### config.mk
export PLATFORM = sky130hd
export DESIGN_NAME = button_bank
export DESIGN_NICKNAME = d
export VERILOG_FILES = /design/src/rtl/button_bank.sv
export SDC_FILE = /design/constraint.sdc
export NUM_CORES = 1
export LEC_CHECK = 0
export BUFFER_PORTS_ARGS = -buffer_cell sky130_fd_sc_hd__buf_2
export CAP_MARGIN = 5
export CORE_MARGIN = 1
export CORE_UTILIZATION = 67
export CTS_CLUSTER_SIZE = 30
export DETAILED_ROUTE_END_ITERATION = 6
export PLACE_DENSITY = 0.85
export SYNTH_ARGS = -nofsm -noshare
export SYNTH_HDL_FRONTEND = slang
export SYNTH_SLANG_ARGS = --single-unit
### constraint.sdc
create_clock -name i_clk -period 4.94 [get_ports i_clk]
set_input_delay 0.988 -clock i_clk [delete_from_list [all_inputs] [get_ports i_clk]]
set_output_delay 0.988 -clock i_clk [all_outputs]
set_load 0.005 [all_outputs]
### src/rtl/button_bank.sv
// Debounced N-channel push-button front end with press/release/long-press pulses
// and a stretched active-high system reset driven by power-on or a long-press.
module button_bank #(
   parameter int N               = 2,
   parameter int ACTIVE_LOW      = 1,
   parameter int DEBOUNCE_CYCLES = 270000,
   parameter int LONG_CYCLES     = 27000000,
   parameter int RST_CH          = 0,
   parameter int RST_STRETCH     = 16
) (
   input  logic         i_clk,
   input  logic         i_resetn,
   input  logic [N-1:0] i_btn_raw,
   output logic [N-1:0] o_level,
   output logic [N-1:0] o_press,
   output logic [N-1:0] o_release,
   output logic [N-1:0] o_long_press,
   output logic         o_sys_rst
);

   localparam int DW = $clog2(DEBOUNCE_CYCLES + 1);
   localparam int HW = $clog2(LONG_CYCLES + 1);
   localparam int SW = $clog2(RST_STRETCH + 1);

   localparam logic [N-1:0]  RELEASED = (ACTIVE_LOW != 0) ? {N{1'b1}} : {N{1'b0}};
   localparam logic [DW-1:0] DLAST    = DW'(DEBOUNCE_CYCLES - 1);
   localparam logic [HW-1:0] HLAST    = HW'(LONG_CYCLES - 1);
   localparam logic [HW-1:0] HMAX     = HW'(LONG_CYCLES);
   localparam logic [SW-1:0] SMAX     = SW'(RST_STRETCH);
   localparam logic [SW-1:0] SONE     = SW'(1);

   typedef enum logic {
      S_HOLD,
      S_IDLE
   } rst_state_t;

   logic [N-1:0] r_sync1;
   logic [N-1:0] r_sync2;
   logic [N-1:0] w_pressed;

   // Sync flops reset to the idle pin level so leaving reset never looks like an edge.
   always_ff @(posedge i_clk or negedge i_resetn) begin
      if (!i_resetn) begin
         r_sync1 <= RELEASED;
         r_sync2 <= RELEASED;
      end else begin
         r_sync1 <= i_btn_raw;
         r_sync2 <= r_sync1;
      end
   end

   assign w_pressed = r_sync2 ^ RELEASED;

   for (genvar g = 0; g < N; g++) begin : g_ch
      logic          r_level;
      logic          r_press;
      logic          r_release;
      logic          r_longPress;
      logic [DW-1:0] r_dcnt;
      logic [HW-1:0] r_hcnt;

      // Any cycle agreeing with the current level throws away accumulated credit.
      always_ff @(posedge i_clk or negedge i_resetn) begin
         if (!i_resetn) begin
            r_level   <= 1'b0;
            r_press   <= 1'b0;
            r_release <= 1'b0;
            r_dcnt    <= '0;
         end else begin
            r_press   <= 1'b0;
            r_release <= 1'b0;
            if (w_pressed[g] == r_level) begin
               r_dcnt <= '0;
            end else if (r_dcnt == DLAST) begin
               r_level   <= w_pressed[g];
               r_dcnt    <= '0;
               r_press   <= w_pressed[g];
               r_release <= ~w_pressed[g];
            end else begin
               r_dcnt <= r_dcnt + 1'b1;
            end
         end
      end

      // Hold counter saturates at LONG_CYCLES so the pulse fires only once per hold.
      always_ff @(posedge i_clk or negedge i_resetn) begin
         if (!i_resetn) begin
            r_hcnt      <= '0;
            r_longPress <= 1'b0;
         end else begin
            r_longPress <= 1'b0;
            if (!r_level) begin
               r_hcnt <= '0;
            end else if (r_hcnt < HMAX) begin
               r_hcnt      <= r_hcnt + 1'b1;
               r_longPress <= (r_hcnt == HLAST);
            end
         end
      end

      assign o_level[g]      = r_level;
      assign o_press[g]      = r_press;
      assign o_release[g]    = r_release;
      assign o_long_press[g] = r_longPress;
   end

   rst_state_t    r_state;
   logic [SW-1:0] r_scnt;
   logic          r_sysRst;

   // A long-press seen while already stretching restarts the stretch from the top.
   always_ff @(posedge i_clk or negedge i_resetn) begin
      if (!i_resetn) begin
         r_state  <= S_HOLD;
         r_scnt   <= SMAX;
         r_sysRst <= 1'b1;
      end else begin
         case (r_state)
            S_HOLD: begin
               if (o_long_press[RST_CH]) begin
                  r_scnt   <= SMAX;
                  r_sysRst <= 1'b1;
               end else if (r_scnt == SONE) begin
                  r_state  <= S_IDLE;
                  r_sysRst <= 1'b0;
               end else begin
                  r_scnt <= r_scnt - 1'b1;
               end
            end
            S_IDLE: begin
               r_sysRst <= 1'b0;
               if (o_long_press[RST_CH]) begin
                  r_state  <= S_HOLD;
                  r_scnt   <= SMAX;
                  r_sysRst <= 1'b1;
               end
            end
            default: begin
               r_state  <= S_HOLD;
               r_scnt   <= SMAX;
               r_sysRst <= 1'b1;
            end
         endcase
      end
   end

   assign o_sys_rst = r_sysRst;

endmodule

==> results.yml <==
setup_path:
  worst-path-stages: 1
  cp_slowest_cell: "dfrtp_1"
  crit_required_ps: 3950
  critPathKind: "reg2out"
  cp_top_family: "flip-flops"
  cp_slowest_stage_delay_ps: 860
  cp-start-kind: "flop"
  critPathCaptureType: "output pin"
  crit_buf_inv: 1
  reg2reg_depth: 5
  path_cells: "buf_2"
  cp_data_arrival_time_ps: 1470
  crit_path_max_fanout: 25
yosys:
  synth_edf_count: 0
  ys_types: 43
  synth_seq_cells: 107
  synthArstFlopShare_pct: 100.0
  ys_warn_count: 0
  synth_top_flop_cell: "dfrtp_1"
  postSynthAreaPerCell_sq_um: 9.637
  syn_nets: 560
  synth_cells: 550
  synthesis.area_sq_um: 5300
  ys_seq_area_share_pct: 50.66
outcome:
  status: "finished clean"
power_and_ir_drop:
  power_frac_seq_pct: 62.7
  p_leak_nw: 2.252
  intPower_w: 0.001080
  p_clk_share_pct: 35.3
  p_per_area_nw_per_um2: 254.6
  combPwrFrac_pct: 2.1
  peakVddDrop_uv: 212.2
  p_switching_w: 0.0003363
  netSwitchingFraction_pct: 23.74
detailed_routing:
  drc: 0
  first_pass_iters: 4
  routed_via_density: 5.933
  drt-wirelength-per-cell_um: 14.13
  postRouteAntennaNets: 0
  vias: 3904
  drt_iter0_drc: 211
  wirelength_um: 9296
layout:
  final_common_cell: "dfrtp_1"
  fin_util_pct: 72.38
  syn2layout_area_growth_pct: 4.981
  antennaDiodeCount: 0
  nets: 561
  layout-drive-gt1-share_pct: 7.194
  finalNonFillerCells: 658
  final_cell_mix: "101 x dfrtp_1, 89 x nor2_1, 48 x nand2_1"
grt:
  antenna_found_initial: 0
  grt_pass1_vias: 3815
  gr-total-overflow: 0
  grt_use_total_pct: 24.46
  grt_max_degree: 81
  grt_pass1_wl_um: 16490
timing:
  post-route-period-util_pct: 49.70
  fmaxAchievable_mhz: 407.3
  hold_viol: 0
  clock_skew_ps: 10.91
  setup_viol: 0
  tns_ps: 0
  fin_ws_ps: 2485
  tightest_slew_ps: 947.6
  rsz0062_at_grt: "no"
  slew_violations: 0
  hold-worst-slack_ps: 364.6
  layout_min_cycle_time_ps: 2455
  max_slew_margin_pct: 36.82
floorplanning:
  rows: 32
  core_area_sq_um: 7687
  die_x_um: 90.94
  boundaryPins: 13
  die-area_sq_um: 8270
  start_util_pct: 68.95
  die_h_um: 90.94
cts:
  clk_pin_slew_ps: 110
  clkLatencyLatePin_ps: 370
  cts_made_buffers: 9
  htree_levels: 3
  postCtsSetupBuffers: 0
  cts_tree: "done"
  cts_hold_buf: 0
  post_cts_resized: 0
  clockBufferDepth: 2
  cts.sinks: 107
  cts_root_buffer: "clkbuf_8"
placed_design:
  dp_worst_setup_slack_ps: 2550
  gp_congestion: 0.8711
  dpl.cell_count: 642
  port_buffers: 12
  hpwl_um: 6430
hold_path:
  hold_path_class: "reg2reg"
  worstHoldPathCells: 0
run:
  drv_cap: 0
-- state kept, by name (all words and copies together) (netlist names) --
| name | cells |
|---|---|
| g_ch.r_dcnt | 38 |
| g_ch.r_hcnt | 50 |
| g_ch.r_level | 2 |
| g_ch.r_longPress | 2 |
| g_ch.r_press | 2 |
| g_ch.r_release | 2 |
| o_sys_rst | 1 |
| r_scnt | 5 |
| r_state | 1 |
| r_sync1 | 2 |
| r_sync2 | 2 |
-- cells in the mapped netlist (11+ instances only) --
master,count,area (sq um)
o21ai_0,15,75.07
nor2_1,89,334.1
dfrtp_1,101,2527
nand2b_1,11,68.82
nor4_1,18,112.6
mux2i_1,12,120.1
xnor2_1,36,315.3
xor2_1,22,192.7
inv_1,13,48.80
nand3_1,30,150.1
and3_1,15,93.84
clkbuf_1,13,48.80
or3_1,13,81.33
a21oi_1,19,95.09
nand4_1,21,131.4
nand2_1,48,180.2
-- power groups by stage --
stage / Clock, W / Sequential, W / Combinational (W)
2_1_floorplan: 0 / 0.000904 / 0.00000975
3_3_place_gp: 0 / 0.000904 / 0.0000303
3_5_place_dp: 0 / 0.000905 / 0.0000311
4_1_cts: 0.000513 / 0.000888 / 0.0000314
5_1_grt: 0.000542 / 0.000889 / 0.0000352
6_report: 0.000499 / 0.000888 / 0.0000295
-- routing by layer --
layer	vias to the layer above	wire, um	GRT usage [%]
li1	1922	-	-
met1	1897	4207	30.24
met2	67	4643	42.42
met3	18	288	5.444
met4	0	156	8.466
met5	-	0	0
-- area by class of cell --
| class | instances | area (sq um) |
|---|---|---|
| inverters | 13 | 48.80 |
| well taps | 102 | 127.6 |
| multi-input cells | 407 | 2447 |
| flip-flops and latches | 107 | 2685 |
| clock buffers | 9 | 123.9 |
| clock inverters | 7 | 61.31 |
| fillers | 566 | 2123 |
| repair buffers | 13 | 70.07 |
-- worst paths after layout --
path	endpoint	slack [ps]	startpoint
setup / recovery	o_level[0]	2480	g_ch[0].r_level
hold reg to reg	r_sync2[0]	360	r_sync1[0]
setup reg to reg	g_ch[1].r_hcnt[20]	2530	g_ch[1].r_hcnt[18]
max in group asynchronous	r_sync2[1]	3260	i_resetn
min in group asynchronous	g_ch[1].r_dcnt[12]	750	i_resetn
hold / removal	r_sync2[0]	360	r_sync1[0]
-- metrics by stage --
stage	area [sq um]	power, W
detailed placement	5379	0.0009358
CTS	5564	0.001432
floorplan	5300	0.0009134
finish	5564	0.001417
global placement	5379	0.0009346
global route	5564	0.001466
-- logic make-up (layout without fill, tap and decap cells) --
group                    Yosys count  after routing  synth area share (%)
AO/OA/AOI/OAI                     55             55                 6.563
XOR/XNOR                          58             58                 9.584
adder cells (fa/ha/maj)            6              6                 1.416
buffers and inverters             36             42                 3.164
flip-flops                       107            107                 50.66
multiplexers                      12             12                 2.266
AND/OR/NAND/NOR                  276            276                 26.35
(Power assumes the default switching activity.)
